$ cat src/rtl/servo_pkg.sv
// servo_pkg: SG90 pulse scale and decoder FSM states shared by servo encode/decode blocks
package servo_pkg;
  localparam int SG90_MIN_TICKS = 45;
  localparam int SG90_MAX_TICKS = 225;
  localparam int SG90_ANGLE_MAX = 180;
  typedef enum logic [1:0] {ST_IDLE, ST_HIGH, ST_LOW} sg90_state_e;
endpackage

$ cat src/rtl/pwm_in_sync.sv
// pwm_in_sync: 2-FF synchronizer plus registered rise/fall strobes
module pwm_in_sync (
  input  logic clk,
  input  logic rst,
  input  logic pwm_in,
  output logic rise,
  output logic fall
);
  logic [2:0] sr;
  // Sync stages keep tracking the pin through reset so a pulse already high at release gives no rise
  always_ff @(posedge clk) sr <= {sr[1:0], pwm_in};
  always_ff @(posedge clk) begin
    if (rst) begin
      rise <= 1'b0;
      fall <= 1'b0;
    end else begin
      rise <= sr[1] & ~sr[2];
      fall <= ~sr[1] & sr[2];
    end
  end
endmodule

$ cat src/rtl/sg90_decoder.sv
// sg90_decoder: measures servo PWM high time in 90 kHz ticks and recovers the 0..180 angle code
module sg90_decoder
  import servo_pkg::*;
#(
  parameter int MIN_TICKS     = SG90_MIN_TICKS,
  parameter int MAX_TICKS     = SG90_MAX_TICKS,
  parameter int TOL_TICKS     = 9,
  parameter int TIMEOUT_TICKS = 2700,
  parameter int CNT_W         = 12
) (
  input  logic       clk,
  input  logic       rst,
  input  logic       tick_90khz,
  input  logic       pwm_in,
  output logic [7:0] angle,
  output logic       angle_valid,
  output logic       frame_err,
  output logic       lost
);
  localparam logic [CNT_W-1:0] W_LO = CNT_W'(MIN_TICKS - TOL_TICKS);
  localparam logic [CNT_W-1:0] W_HI = CNT_W'(MAX_TICKS + TOL_TICKS);
  localparam logic [CNT_W-1:0] W_MIN = CNT_W'(MIN_TICKS);
  localparam logic [CNT_W-1:0] W_MAX = CNT_W'(MAX_TICKS);
  localparam logic [CNT_W-1:0] T_LAST = CNT_W'(TIMEOUT_TICKS - 1);
  logic rise, fall, w_ok;
  logic [CNT_W-1:0] wcnt, pcnt, w_clamp;
  sg90_state_e state;
  pwm_in_sync u_sync (
    .clk    (clk),
    .rst    (rst),
    .pwm_in (pwm_in),
    .rise   (rise),
    .fall   (fall)
  );
  always_comb begin
    w_ok = (wcnt >= W_LO) && (wcnt <= W_HI);
    w_clamp = wcnt < W_MIN ? W_MIN : wcnt > W_MAX ? W_MAX : wcnt;
  end
  always_ff @(posedge clk) begin
    if (rst) begin
      state       <= ST_IDLE;
      wcnt        <= '0;
      pcnt        <= '0;
      angle       <= '0;
      angle_valid <= 1'b0;
      frame_err   <= 1'b0;
      lost        <= 1'b1;
    end else begin
      angle_valid <= 1'b0;
      frame_err   <= 1'b0;
      case (state)
        ST_IDLE: if (rise) begin
          wcnt  <= '0;
          pcnt  <= '0;
          state <= ST_HIGH;
        end
        ST_HIGH: if (fall) begin
          state <= ST_LOW;
          if (w_ok) begin
            angle       <= 8'(w_clamp - W_MIN);
            angle_valid <= 1'b1;
            lost        <= 1'b0;
          end else frame_err <= 1'b1;
        end else if (tick_90khz) begin
          wcnt <= wcnt + 1'b1;
          pcnt <= pcnt + 1'b1;
          // Tick that pushes the width past the tolerance window means a stuck-high input
          if (wcnt == W_HI) begin
            frame_err <= 1'b1;
            state     <= ST_IDLE;
          end
        end
        ST_LOW: if (rise) begin
          wcnt  <= '0;
          pcnt  <= '0;
          state <= ST_HIGH;
        end else if (tick_90khz) begin
          pcnt <= pcnt + 1'b1;
          if (pcnt == T_LAST) begin
            lost  <= 1'b1;
            state <= ST_IDLE;
          end
        end
        default: state <= ST_IDLE;
      endcase
    end
  end
endmodule
$ cat config.mk
export PLATFORM = sky130hd
export DESIGN_NAME = sg90_decoder
export DESIGN_NICKNAME = d
export VERILOG_FILES = /design/src/rtl/servo_pkg.sv /design/src/rtl/pwm_in_sync.sv /design/src/rtl/sg90_decoder.sv
export SDC_FILE = /design/constraint.sdc
export NUM_CORES = 1
export LEC_CHECK = 0
export ABC_AREA = 1
export CORE_ASPECT_RATIO = 1.1
export CORE_UTILIZATION = 30
export DETAILED_ROUTE_END_ITERATION = 10
export GPL_TIMING_DRIVEN = 0
export HOLD_SLACK_MARGIN = 0.12
export PLACE_DENSITY = 0.5
export RECOVER_POWER = 50
export REMOVE_ABC_BUFFERS = 1
export SYNTH_ARGS = -nofsm -noshare
export SYNTH_HDL_FRONTEND = slang
export SYNTH_SLANG_ARGS = --single-unit
$ cat constraint.sdc
create_clock -name clk -period 1.9 [get_ports clk]
set_clock_uncertainty 0.05 [all_clocks]
set_input_delay 0.38 -clock clk [delete_from_list [all_inputs] [get_ports clk]]
set_output_delay 0.38 -clock clk [all_outputs]
set_load 0.03 [all_outputs]
### Word level (Yosys, flattened, before mapping)

Cells that the tools add are included.

| operators by class | value |
|---|---|
| $add $sub $neg | 3 |
| order comparisons | 4 |
| eq/ne operators | 17 |
| mux-type cells | 29 |
| bitwise gates (word level) | 6 |
| reductions and logical operators | 13 |

Operators by type and width:

| kind | count |
|---|---|
| 12-bit 2-to-1 mux | 6 |
| 12-bit case mux with 3 select lines | 1 |
| 12-bit by 1-bit adder with 12-bit output, second input constant | 2 |
| 12-bit case mux with 2 select lines | 1 |
| 8-bit 2-to-1 mux | 2 |
| 2-bit 2-to-1 mux | 7 |
| 12-bit == test, second input constant | 1 |
| 12-bit by 8-bit == test with 1-bit output, second input constant | 1 |
| 12-bit by 6-bit >= comparator with 1-bit output, second input constant | 1 |
| 12-bit by 8-bit greater-than comparator with 1-bit output, second input constant | 1 |
| 12-bit by 8-bit <= comparator with 1-bit output, second input constant | 1 |
| 12-bit by 6-bit < comparator with 1-bit output, second input constant | 1 |
| 2-bit inequality test, second input constant | 6 |
| 3-bit by 2-bit inequality test with 1-bit output, second input constant | 4 |
| 1-bit 2-to-1 mux | 10 |
| 8-bit by 6-bit subtractor with 8-bit output, second input constant | 1 |
| 2-bit by 1-bit inequality test with 1-bit output, second input constant | 3 |
| 2-bit case mux with 3 select lines | 1 |
| 3-bit AND reduction | 2 |
| 6-bit AND reduction | 1 |
| 5-bit AND reduction | 1 |
| 1-bit NOT | 4 |
| 4-bit AND reduction | 1 |
| 2-bit nonzero test | 2 |
| 9 further kinds | 11 |

| word-level totals | value |
|---|---|
| register bits | 42 |

### Depth between registers and ports, before layout

Gate-level depths: netlist (run 1).

| depth | value |
|---|---|
| depth after elaboration | 5 |
| mapped depth | 18 |
| gate-level depth less buffers | 18 |

### Hierarchy

From an unflattened synthesis (run 1), not the netlist that was laid out.

| second synthesis, totals | value |
|---|---|
| cell total of the unflattened synthesis | 337 |
| area total of the unflattened synthesis | 2346.0 um^2 |

Modules (own cells, without submodules):

| module | instances | cells an instance | area each (um^2) |
|---|---|---|---|
| sg90_decoder | 1 | 326 | 2223.4 |
| pwm_in_sync | 1 | 11 | 122.6 |

### Worst setup path before layout (run 1)

OpenSTA, ideal clock, no wires.

| path | value |
|---|---|
| path type | register to register |
| from | reg wcnt[1] |
| to | reg angle[6] |
| setup time | 0.109 ns |
| data arrival time | 1.884 ns |
| slack | -0.143 ns |
| cell stages (with the launch flop) | 18 |
| clock period less this slack | 2.043 ns |
| path through | dfxtp_1 inv_1 ha_1 inv_1 nand3_1 nor2_1 nand2_1 nand2_1 nand3_1 inv_1 ha_1 inv_1 nand3_1 nand2_1 nand3_1 nand3_1 nand2_1 inv_1 |

| between the ends | value |
|---|---|
| word-level cells in the longest chain between the ends | 4 |
| elaborated cells between the ends (all ways) | 9 |

RTL lines:

| what | RTL line | text |
|---|---|---|
| start: declaration | sg90_decoder.sv:26 | `logic [CNT_W-1:0] wcnt, pcnt, w_clamp;` |
| start signal: assignment | sg90_decoder.sv:65 | `wcnt <= wcnt + 1'b1;` |
| 12-bit by 8-bit greater-than comparator with 1-bit output | sg90_decoder.sv:37 | `w_clamp = wcnt < W_MIN ? W_MIN : wcnt > W_MAX ? W_MAX : wcnt;` |
| 8-bit 2-to-1 mux (2 in series) | sg90_decoder.sv:37 |  |
| 8-bit by 6-bit subtractor with 8-bit output | sg90_decoder.sv:60 | `angle <= 8'(w_clamp - W_MIN);` |
| end signal: assignment | sg90_decoder.sv:60 |  |
| end: declaration | sg90_decoder.sv:15 | `output logic [7:0] angle,` |

Several ways; a longest one is shown, not always the timed one.
A chain may end at the register's enable or synchronous reset.

### Final worst setup path (run 1)

| path | value |
|---|---|
| from | reg wcnt[0] |
| to | reg angle[6] |

Same word-level chain as after synthesis.

==> results list, run 1 <==
- The flow ran to the end, but the final reports show violations.
- The final reports fail on negative setup slack.
- TritonCTS Buffers: 5
- Buffer type at the clock tree root: sky130_fd_sc_hd__clkbuf_8
- Length of routed met3 wiring: 147 µm
* Largest fanout of any net on the critical path: 4
- Sequential elements use 36.6% of the synthesized area.
* Final net count: 399
* Post-route non-filler standard cell count: 474
- Synth warnings: 0
- Internal power contribution: 1.74 mW
- CP Data Required Time: 2.04 ns
- The floorplan step set the die width to 85.4 µm.
* Top cells by area in the synthesized netlist: sky130_fd_sc_hd__dfxtp_1, sky130_fd_sc_hd__nand2_1, sky130_fd_sc_hd__inv_1, sky130_fd_sc_hd__nor2_1, sky130_fd_sc_hd__ha_1
- Yosys mapped a number of flops with a built-in enable equal to 0.
- Summing over every cut layer, the via total after detailed routing is 2,270.
- IR analysis of the VDD net gives a maximum drop of 0.000377 V.
- Among cell families on the critical path, the largest total delay comes from simple AND/OR/NAND/NOR gates.
* Type of element capturing the critical path: flop
- The worst setup path is launched from a flop.
* Max Slew Vio Count: 0
- The detail route stage leaves a number of antenna-violating nets equal to 0.
* Wire length of the first global-routing pass: 9500 µm
* Top metal layer carrying routed signals: met4
* Global-route usage over all layers: 14.6%
* Effective utilization at floorplan: 30.9%
* Die area: 0.00801 mm²
- Worst path bufs/invs: 4
- Summed over all nets, wire length on met2 after detailed routing comes to 3030 µm.
- Fraction of synthesized cell area taken by the top area cell type: 36.6%
- After detailed routing, the number of vias per cell comes to 4.79.
* Total global routing overflow: 0
- Total of hold buffers inserted after clock tree synthesis: 0
* Worst-Skew Late Latency: 0.30 ns
* Antenna Cells: 0
* Ratio of cells with drive above 1 in the final layout: 33.9%
- CTS built an H-tree with a depth of 2.
- Area growth from synthesis to final layout: 40.6%
* Dominant cell by count in the synthesized netlist: sky130_fd_sc_hd__nand2_1
* CP Data Arrival Time: 2.07 ns
- Share of the core filled with cells in the final layout: 43.5%
- Delay contributed by the slowest stage of the critical path: 0.37 ns
* Psw: 1.10 mW
- Max-cap violations in this run came to 0.
* Number of synthesized register bits: 42
* Total leakage power: 1.33 nW
* Relative slew slack: 72.9%
* Syn Inst Count: 339
- Most repeated library cell on the critical path: sky130_fd_sc_hd__nand2_1
- For this block, wires on met1 add up to 2540 µm.
- Placed instance count: 438
- Net switching is 38.7% of the power.
- Relative contribution of sequential cells to total power: 36.3%
- Mean instance size in the synthesized netlist: 6.78 µm²
- The congestion estimate from routability-driven global placement came to 0.797.
- Count of final hold-check violations: 0
* Combined area of all synthesized cells: 0.00230 mm²
* Classification of the worst setup path: flop to flop
- DRC violations left: 0
* Final period util: 101%
* Pin count of the biggest net entering global routing: 17
* Achievable frequency: 520 MHz
- The tree built by TritonCTS fans out to 42 sinks.
- Clock-pin slew was measured on the worst setup and hold paths at 0.09 ns.
* Final worst setup slack: -0.0213 ns
- For the pin with the worst max-slew slack, the measured transition is 0.406 ns.
- Placed wire-length estimate: 3820 µm
* Cell area after placement: 0.00253 mm²
- Total wire length: 5810 µm
- Final number of setup-violating endpoints: 3
- After synthesis, the netlist uses 34 different library cells.
* Clock share of power: 21.7%
* Worst min path class: flop to flop
- Buffers placed on the I/O ports in this run total 14.
- FFs w/ async S/R, synth: 0%
* Total Power: 2.85 mW
- Summed over all instances, the cell type with the most area after synthesis is sky130_fd_sc_hd__dfxtp_1.
- The floorplan has 33 rows.
* Detailed Route Iter0 Violations: 69
* List of cells traversed by the critical path: inv_4 > ha_4 > inv_2 > nand3_2 > nor2_1 > nand2_1 > nand2_4 > nand3_4 > ha_4 > inv_2 > nand3_2 > nand2_2 > nand2_1 > nand2_1 > nand3_1 > nand2_1 > inv_1
* Die Ht: 93.8 µm
- The number of global-route vias before repair is 2,138.
- IO Count: 15
* Top_reg_cell synth: sky130_fd_sc_hd__dfxtp_1
- Time the final worst path needs with I/O delays and setup: 1.92 ns
- Number of iterations in the first detailed-routing pass: 6
- CTS tree: done
- Routed WL per cell: 12.3 µm
- Most common library cells after synthesis: sky130_fd_sc_hd__nand2_1, sky130_fd_sc_hd__inv_1, sky130_fd_sc_hd__nor2_1
* Portion of total power attributed to combinational logic: 42.0%
* Post-route design area: 0.00323 mm²
- Number of antenna violations at the first check in global routing: 0
- Setup repair after global routing could not meet its margin everywhere.
- Core Region: 0.00743 mm²
* Slowest cell on the critical path: sky130_fd_sc_hd__dfxtp_2
- For flop-to-flop paths, the worst setup slack is -0.02 ns.
- No sink is reached through more buffers than the 2 on the longest clock path.
* PD cells: 881 mW/mm²
## worst reg2reg max path, cell delays in order, from the launching register on
cell	delay (ns)
sky130_fd_sc_hd__dfxtp_2	0.37
sky130_fd_sc_hd__inv_4	0.06
sky130_fd_sc_hd__ha_4	0.16
sky130_fd_sc_hd__inv_2	0.04
sky130_fd_sc_hd__nand3_2	0.05
sky130_fd_sc_hd__nor2_1	0.12
sky130_fd_sc_hd__nand2_1	0.11
sky130_fd_sc_hd__nand2_4	0.12
sky130_fd_sc_hd__nand3_4	0.08
sky130_fd_sc_hd__ha_4	0.17
sky130_fd_sc_hd__inv_2	0.05
sky130_fd_sc_hd__nand3_2	0.07
sky130_fd_sc_hd__nand2_2	0.09
sky130_fd_sc_hd__nand2_1	0.05
sky130_fd_sc_hd__nand2_1	0.06
sky130_fd_sc_hd__nand3_1	0.06
sky130_fd_sc_hd__nand2_1	0.07
sky130_fd_sc_hd__inv_1	0.03
## cell usage in the layout (no fill, tap or decap), types with 2 or more instances in the layout
cell	count
sky130_fd_sc_hd__a31oi_1	3
sky130_fd_sc_hd__ha_1	3
sky130_fd_sc_hd__xor2_1	3
sky130_fd_sc_hd__nor2_2	7
sky130_fd_sc_hd__inv_4	4
sky130_fd_sc_hd__nand4_1	3
sky130_fd_sc_hd__dfxtp_2	6
sky130_fd_sc_hd__nor2_1	35
sky130_fd_sc_hd__o211ai_1	2
sky130_fd_sc_hd__nor4_1	3
sky130_fd_sc_hd__o21ai_0	14
sky130_fd_sc_hd__nor2_4	15
sky130_fd_sc_hd__nand2_4	6
sky130_fd_sc_hd__nand3_2	6
sky130_fd_sc_hd__a21oi_1	15
sky130_fd_sc_hd__inv_1	38
sky130_fd_sc_hd__nand2_1	54
sky130_fd_sc_hd__o21ai_1	7
sky130_fd_sc_hd__dfxtp_1	30
sky130_fd_sc_hd__o21a_1	4
sky130_fd_sc_hd__buf_4	25
sky130_fd_sc_hd__nand3_1	11
sky130_fd_sc_hd__nand2_2	16
sky130_fd_sc_hd__buf_6	2
sky130_fd_sc_hd__o21ai_2	3
sky130_fd_sc_hd__nor3_1	7
sky130_fd_sc_hd__a211oi_1	3
sky130_fd_sc_hd__inv_2	13
sky130_fd_sc_hd__ha_4	5
sky130_fd_sc_hd__clkdlybuf4s50_1	11
sky130_fd_sc_hd__nand3_4	5
sky130_fd_sc_hd__clkbuf_8	6
sky130_fd_sc_hd__dlygate4sd3_1	2
sky130_fd_sc_hd__dfxtp_4	6
## worst paths after layout
path	endpoint	from	cells past startpoint
setup / recovery	angle[6]$_SDFFE_PP0P_	wcnt[0]$_SDFFE_PP0P_	17
hold / removal	u_sync.sr[1]$_DFF_P_	u_sync.sr[0]$_DFF_P_	0
setup reg to reg	angle[6]$_SDFFE_PP0P_	wcnt[0]$_SDFFE_PP0P_	17
hold reg to reg	u_sync.sr[1]$_DFF_P_	u_sync.sr[0]$_DFF_P_	0
## power by group through the flow
stage | registers (mW) | clock network, mW | logic, mW
4_1_cts | 1.01 | 0.634 | 0.881
5_1_grt | 1.05 | 0.670 | 1.35
2_1_floorplan | 1.04 | 0 | 0.559
3_3_place_gp | 1.03 | 0 | 0.758
3_5_place_dp | 1.04 | 0 | 0.751
6_report | 1.03 | 0.617 | 1.19
## area by class of cell
cell class                      count  area [µm²]
Inverter                           57         228
Clock buffer                        7        86.3
Tap cell                           87         109
Clock inverter                      1        5.00
Timing Repair Buffer               42         369
Multi-Input combinational cell    238        1560
Fill cell                         772        4200
Sequential cell                    42         871
## per-stage QoR
| step | setup WS [ns] | setup TNS, ns | hold WS, ns |
|---|---|---|---|
| 2_1_floorplan | -0.154 | -0.227 | 0.260 |
| 3_3_place_gp | -0.792 | -11.92 | 0.262 |
| 3_5_place_dp | -0.710 | -11.65 | 0.270 |
| 4_1_cts | -0.0181 | -0.0206 | 0.284 |
| 5_1_grt | -0.117 | -0.787 | 0.300 |
| 6_report | -0.0213 | -0.0335 | 0.281 |
## state kept, by name, indices dropped and copies added (netlist names)
register	cells
u_sync.rise	1
angle	8
u_sync.sr	3
state	2
u_sync.fall	1
lost	1
angle_valid	1
pcnt	12
frame_err	1
wcnt	12
## layer usage
metal / vias to the layer above / track usage (%)
met5: - / 0
met4: 0 / 5.56
met3: 12 / 3.43
met2: 25 / 25.8
met1: 1051 / 17.1
li1: 1182 / -
## logic make-up after synthesis
family | Yosys count | share of synthesized area [%]
compound gates | 57 | 14.8
xor+xnor | 3 | 1.14
fa+ha+maj | 9 | 4.90
buf+inv | 59 | 9.97
flops | 42 | 36.6
simple gates | 169 | 32.6
## repair_timing
action / in CTS / in global routing
resized for setup: 39 / 84
endpoints found under the hold margin: 0 / 0
setup endpoints to repair: 31 / 30
pin swaps: 6 / 37
buffers inserted: 11 / 17
Power figures use the tool's default switching activity.
==> run 2, diff against run 1 <==
- CORE_MARGIN: unset -> 2
- CTS_CLUSTER_SIZE: unset -> 25
- MAX_ROUTING_LAYER: unset -> met4
==> run 2 against run 1 <==
Compared with the run above:
- the flow now finishes without violations
- global-route usage is 0.67 points lower
- register-to-register slack better by 0.05 ns
- largest power group unchanged
- cell count is 0.21% higher
- first-iteration DRC count is 13% lower
- combinational power hardly changed
==> results list, run 2 (same netlist as run 1, synthesis figures left out) <==
- CTS tree: done
* Placed wire-length estimate: 3820 µm
- The worst register-to-register path has a depth of 17.
- Level count of the clock H-tree: 2
- The startpoint identified for the worst hold timing path is u_sync.sr[0]$_DFF_P_.
- Before CTS, the worst setup slack after placement is -0.752 ns.
* CP Data Arrival Time: 2.03 ns
* Total of hold buffers inserted after clock tree synthesis: 0
- CP Data Required Time: 2.05 ns
- Ratio of cells with drive above 1 in the final layout: 32.0%
- For this design the ratio of total power to cell area is 908 mW/mm².
- The initialized floorplan defines 33 standard-cell rows.
- Number of buffers inserted by port buffering: 14
- In this run the critical register-to-register path is launched from wcnt[0]$_SDFFE_PP0P_.
* Result of the run: completed
- The final count of pins violating max slew was 0.
- Total global routing overflow: 0
* Effective utilization at floorplan: 30.9%
- The critical path in this run is classified as flop to flop.
- After the flow finishes, the layout carries non-filler instances totaling 475.
* Number of antenna violations at the first check in global routing: 0
- Routed WL per cell: 11.9 µm
- Including well taps, the total number of placed cells is 438.
- Setup violations remaining at the end of the flow were counted as 0.
- The library cell used most frequently in the layout, excluding fill and tap cells, is sky130_fd_sc_hd__nand2_1.
- STA classifies the critical path startpoint as a flop.
* Type of element capturing the critical path: flop
- Total Power: 2.91 mW
- Number of iterations in the first detailed-routing pass: 4
- Unrepaired setup endpoints after global routing: yes
- Final net count: 400
- Width of the chip: 87.4 µm
- Global-route usage over all layers: 14.0%
* Worst min path class: flop to flop
* TritonCTS Buffers: 5
- Relative slew slack: 64.4%
- End of the worst hold path: u_sync.sr[1]$_DFF_P_
* Total leakage power: 1.31 nW
- After detailed routing, the number of remaining DRC violations is 0.
- Buffer type at the clock tree root: sky130_fd_sc_hd__clkbuf_8
- The final layout contains routed wiring with a total length of 5660 µm.
* Final GP Congestion: 0.850
* Number of sinks handled by clock tree synthesis: 42
- Actual slew at the worst max-slew pin: 0.534 ns
* Via Count: 2,265
* Count of final hold-check violations: 0
- Hold path cells: 0
- Final worst setup slack: 0.0241 ns
- Largest fanout of any net on the critical path: 4
* Pin count of the biggest net entering global routing: 17
- Clock Tree Buf Depth: 2
* Final total negative setup slack: 0 ns
* Area growth from synthesis to final layout: 39.7%
* R2R Path End: angle[6]$_SDFFE_PP0P_
* Number of maximum-capacitance violations: 0
- The detail route stage leaves a number of antenna-violating nets equal to 0.
- After clock tree synthesis, the clock-pin slew on the worst setup and hold paths is 0.09 ns.
* Core Region: 0.00743 mm²
- Drt via density: 4.77
- Worst reg-to-reg setup slack: 0.02 ns
- Detailed Route Iter0 Violations: 60
* Share of the core filled with cells in the final layout: 43.2%
- Achievable frequency: 533 MHz
* Worst-Skew Late Latency: 0.30 ns
- Die area: 0.00837 mm²
- The worst path needs 1.88 ns of the cycle, external delays included.
* Commonest non-fill, non-tap cells in the layout: sky130_fd_sc_hd__nand2_1, sky130_fd_sc_hd__nor2_1, sky130_fd_sc_hd__inv_1, sky130_fd_sc_hd__dfxtp_1, sky130_fd_sc_hd__buf_4
- In the final layout, the registers with the most flip-flops are pcnt (12), wcnt (12), angle (8).
- The repair_antennas step left the layout with diodes totalling 0.
* IO Count: 15
- In this run the vertical extent of the chip is 95.8 µm.
* Wire length of the first global-routing pass: 9000 µm
- The worst path uses 98.7% of the clock period.
- The worst-case IR drop observed on VDD is 0.000297 V.
- The number of global-route vias before repair is 1,992.
## run 2: changes by cell type in the layout (fill, tap and decap cells not counted), sizes merged
cell | previous run | this run
buf | 28 | 29
bufinv | 0 | 1
clkinv | 2 | 1
clkinvlp | 1 | 2
dlygate4sd3 | 2 | 1
## run 2: power breakdown
group	switching [mW]	leakage (nW)	internal, mW	total (mW)
sequential	0.0688	0.347	0.958	1.03
combinational	0.683	0.913	0.482	1.16
clock	0.329	0.0514	0.393	0.722
total	1.08	1.31	1.83	2.91
## run 2: what timing repair did
action | in CTS | in global routing
pin swaps | 12 | 35
resized for setup | 44 | 66
endpoints found under the hold margin | 0 | 0
buffers inserted | 8 | 21
endpoints found under the setup margin | 31 | 31
## run 2: critical path, cell delays in order, from the launching register on
cell and delay, ns:
sky130_fd_sc_hd__dfxtp_2 0.37, sky130_fd_sc_hd__inv_4 0.05, sky130_fd_sc_hd__ha_4 0.16, sky130_fd_sc_hd__inv_2 0.04, sky130_fd_sc_hd__nand3_2 0.04, sky130_fd_sc_hd__nor2_1 0.12, sky130_fd_sc_hd__nand2_1 0.10, sky130_fd_sc_hd__nand2_4 0.12
sky130_fd_sc_hd__nand3_4 0.08, sky130_fd_sc_hd__ha_4 0.17, sky130_fd_sc_hd__inv_2 0.05, sky130_fd_sc_hd__nand3_2 0.07, sky130_fd_sc_hd__nand2_2 0.10, sky130_fd_sc_hd__nand2_2 0.04, sky130_fd_sc_hd__nand2_1 0.05, sky130_fd_sc_hd__nand3_1 0.06
sky130_fd_sc_hd__nand2_1 0.07, sky130_fd_sc_hd__inv_1 0.03
## run 2: through the flow
step	instance area [µm²]	hold slack, ns
floorplan	2280	0.260
global placement	2530	0.262
detailed placement	2530	0.262
CTS	2840	0.284
global route	3210	0.297
finish	3210	0.283
## run 2: area by class of cell
cell class                 count  area, µm²
multi-input combinational    238       1520
clock buffer                   6       72.6
tap                           87        109
clock inverter                 2       37.5
timing repair buffer          43        374
sequential                    42        868
inverter                      57        225
fill                         766       4220
## run 2: worst max-delay path by stage
stage	start	endpoint	slack, ns	cells past startpoint
after global placement	tick_90khz	wcnt[4]$_SDFFE_PP0P_	-0.81	8
final	wcnt[0]$_SDFFE_PP0P_	angle[6]$_SDFFE_PP0P_	0.02	17
after global routing	wcnt[6]$_SDFFE_PP0P_	angle[6]$_SDFFE_PP0P_	-0.12	16
after floorplan	wcnt[1]$_SDFFE_PP0P_	angle[6]$_SDFFE_PP0P_	-0.15	17
after detailed placement	tick_90khz	wcnt[9]$_SDFFE_PP0P_	-0.75	8
after CTS	wcnt[0]$_SDFFE_PP0P_	angle[6]$_SDFFE_PP0P_	-0.03	16
## run 2: metal layers
metal  vias up  share of wire [%]  global-route usage [%]
li1       1185                  -                       -
met1      1036                 46                    17.1
met2        37                 51                    23.0
met3         7                2.4                    2.83
met4         0                1.3                    4.36
met5         -                  0                       -
==> run 3, diff against run 2 <==
- CELL_PAD_IN_SITES_DETAIL_PLACEMENT: unset -> 2
- CELL_PAD_IN_SITES_GLOBAL_PLACEMENT: unset -> 2
- PLACE_DENSITY: 0.5 -> 0.78
==> run 3 against run 2 <==
Compared with the run above:
- the run now ends with negative setup slack left
- core utilization is 2.2 points higher
- first-iteration DRC count down 38%
- power up 20%
- sequential power about the same
- combinational power grew 47%
- count of clock-buffer cells in the layout is the same
==> results list, run 3 (same netlist as run 1, synthesis figures left out) <==
* Final GP Congestion: 0.811
- Once placement finished, the instance area stood at 0.00253 mm².
- Global-route met3 utilization: 2.83%
- Most common cell after layout, fill and taps aside: sky130_fd_sc_hd__nand2_1
- Worst-Skew Late Latency: 0.31 ns
* Count of final hold-check violations: 0
- Type of element capturing the critical path: flop
- The final count of pins violating max slew was 0.
- Final period util: 107%
* Classification of the worst setup path: flop to flop
* Level count of the clock H-tree: 2
- Along the worst path, the maximum fanout reaches 7.
* Pin count of the biggest net entering global routing: 17
* Number of iterations in the first detailed-routing pass: 4
* Buffer type at the clock tree root: sky130_fd_sc_hd__clkbuf_8
- Total leakage power: 1.41 nW
- The worst setup path is launched from a flop.
- Detailed Route Iter0 Violations: 37
- Hold repair after CTS inserted 0 buffers.
- Number of maximum-capacitance violations: 0
* Total Power: 3.49 mW
* Net switching share of the total power: 40.9%
- Via Count: 2,529
- Global routing consumed, over all layers together, 18.9% of the routing resources.
* Fill cell instance count of the final layout: 823
* Unrepaired setup endpoints after global routing: yes
- Routing usage on met1: 20.3%
* Number of buffers inserted by port buffering: 14
* Relative contribution of sequential cells to total power: 29.7%
* Via count of the first global-routing pass: 2,526
- After detailed routing, the number of vias per cell comes to 5.19.
- In this run, the combinational gates consume 49.0% of the power.
- Per report_power, the clock group accounts for 21.3% of the total.
* PD cells: 1040 mW/mm²
- In this run the most used layer during global routing was met2.
* Commonest non-fill, non-tap cells in the layout: sky130_fd_sc_hd__nand2_1, sky130_fd_sc_hd__inv_1, sky130_fd_sc_hd__nor2_1, sky130_fd_sc_hd__buf_4, sky130_fd_sc_hd__dfxtp_1
- The routed design could run at a clock period as short as 2.03 ns.
- In this run the worst hold path is classified as flop to flop.
- CP Data Required Time: 2.07 ns
- The run finished, with violations left.
- The count of nets left with antenna violations once routing finished came out at 0.
* Total wire length: 9890 µm
- The floorplan has 33 rows.
- Final net count: 412
- Cells with a size suffix above 1 make up 37.0% of the layout.
- The floorplan step defined a core boundary enclosing 0.00743 mm².
- The initial antenna violation count came to 0.
- Final worst setup slack: -0.134 ns
- The initial utilization of the core area, before any placement, comes to 30.9%.
- Psw: 1.43 mW
- TritonCTS built the clock tree.
* Clock-pin slew on the worst setup and hold paths: 0.09 ns
* Width of the chip: 87.4 µm
- Setup violations remaining at the end of the flow were counted as 20.
- CP Data Arrival Time: 2.20 ns
- Clock Tree Buf Depth: 2
- Achievable frequency: 492 MHz
* Placed wire-length estimate: 4890 µm
* Die Ht: 95.8 µm
- The final reports fail on negative setup slack.
- The die covers 0.00837 mm².
- DRC violations left: 0
- Number of sinks handled by clock tree synthesis: 42
- Across the VDD grid, the largest voltage drop is 0.000402 V.
- Area growth from synthesis to final layout: 46.6%
- The finished cells cover 0.00337 mm².
- Final total negative setup slack: -1.08 ns
- Wire length of the first global-routing pass: 12,000 µm
- In the final routed layout, each cell accounts on average for 20.3 µm.
- Registers with the highest flip-flop counts: pcnt (12), wcnt (12), angle (8)
- In this run the tightest slew margin relative to its limit is 61.7%.
- Antenna Cells: 0
- 15 I/O pins were placed.
- Cell internal power was estimated by the tool at 2.06 mW.
- After global routing the overflow that remains totals 0.
- Met2 Resource Use GR: 36.0%
- Buffers inserted during clock tree synthesis total 5.
* Actual slew at the worst max-slew pin: 0.574 ns
- Final hold analysis gives a worst-case slack of 0.285 ns.
-- run 3: changes by cell type in the layout (fill, tap and decap cells not counted), moves of 3 or more --
cell / before / now
sky130_fd_sc_hd__nor2_1: 39 / 35
sky130_fd_sc_hd__nand2_1: 57 / 54
sky130_fd_sc_hd__buf_4: 25 / 35
sky130_fd_sc_hd__nand3_1: 10 / 13
sky130_fd_sc_hd__nand3_2: 7 / 4
-- run 3: layout make-up --
class,count,area [µm²],share of cell area [%]
multi-input combinational,238,1560,46.2
sequential,42,871,25.9
timing repair buffer,55,485,14.4
inverter,57,235,6.98
tap,87,109,3.23
clock buffer,6,72.6,2.15
clock inverter,2,37.5,1.11
-- run 3: power by group through the flow --
stage / combinational [mW] / clock [mW] / sequential [mW]
2_1_floorplan: 0.559 / 0 / 1.04
3_3_place_gp: 0.770 / 0 / 1.03
3_5_place_dp: 0.804 / 0 / 1.04
4_1_cts: 1.14 / 0.751 / 1.01
5_1_grt: 1.83 / 0.795 / 1.04
6_report: 1.71 / 0.745 / 1.04
-- run 3: final timing paths --
check,start,to,slack [ns],cells after the start
worst max register to register,wcnt[1]$_SDFFE_PP0P_,angle[6]$_SDFFE_PP0P_,-0.13,16
worst min-delay path,u_sync.sr[0]$_DFF_P_,u_sync.sr[1]$_DFF_P_,0.28,0
worst max-delay path,wcnt[1]$_SDFFE_PP0P_,angle[6]$_SDFFE_PP0P_,-0.13,16
worst min register to register,u_sync.sr[0]$_DFF_P_,u_sync.sr[1]$_DFF_P_,0.28,0
-- run 3: layer usage --
metal / up-vias / wire [µm]
met1: 1260 / 3880
met3: 24 / 168
met5: - / 0
met2: 39 / 5570
met4: 0 / 273
li1: 1206 / -
-- run 3: what timing repair did --
| action | in CTS | in global routing |
|---|---|---|
| pin swaps | 15 | 36 |
| gates resized for setup | 73 | 62 |
| buffers inserted | 16 | 24 |
| gates cloned | 0 | 1 |
| endpoints found under the setup margin | 31 | 29 |
-- run 3: critical path: stages (launching register included) --
cell	delay (ns)
sky130_fd_sc_hd__dfxtp_4	0.36
sky130_fd_sc_hd__inv_4	0.07
sky130_fd_sc_hd__ha_1	0.16
sky130_fd_sc_hd__inv_1	0.06
sky130_fd_sc_hd__nor2_2	0.13
sky130_fd_sc_hd__nand3_2	0.12
sky130_fd_sc_hd__nand2_4	0.17
sky130_fd_sc_hd__nand3_4	0.09
sky130_fd_sc_hd__ha_4	0.18
sky130_fd_sc_hd__inv_2	0.07
sky130_fd_sc_hd__nand3_2	0.10
sky130_fd_sc_hd__nand2_2	0.09
sky130_fd_sc_hd__nand2_1	0.07
sky130_fd_sc_hd__nand2_1	0.06
sky130_fd_sc_hd__nand3_1	0.06
sky130_fd_sc_hd__nand2_1	0.07
sky130_fd_sc_hd__inv_1	0.03
-- run 3: metrics by stage --
step | utilization (%) | worst slack [ns] | instances
4_1_cts | 40.2 | -0.0116 | 462
3_3_place_gp | 34.1 | -0.873 | 438
6_report | 45.3 | -0.134 | 487
5_1_grt | 45.3 | -0.232 | 487
2_1_floorplan | - | -0.154 | 337
3_5_place_dp | 34.1 | -0.897 | 438
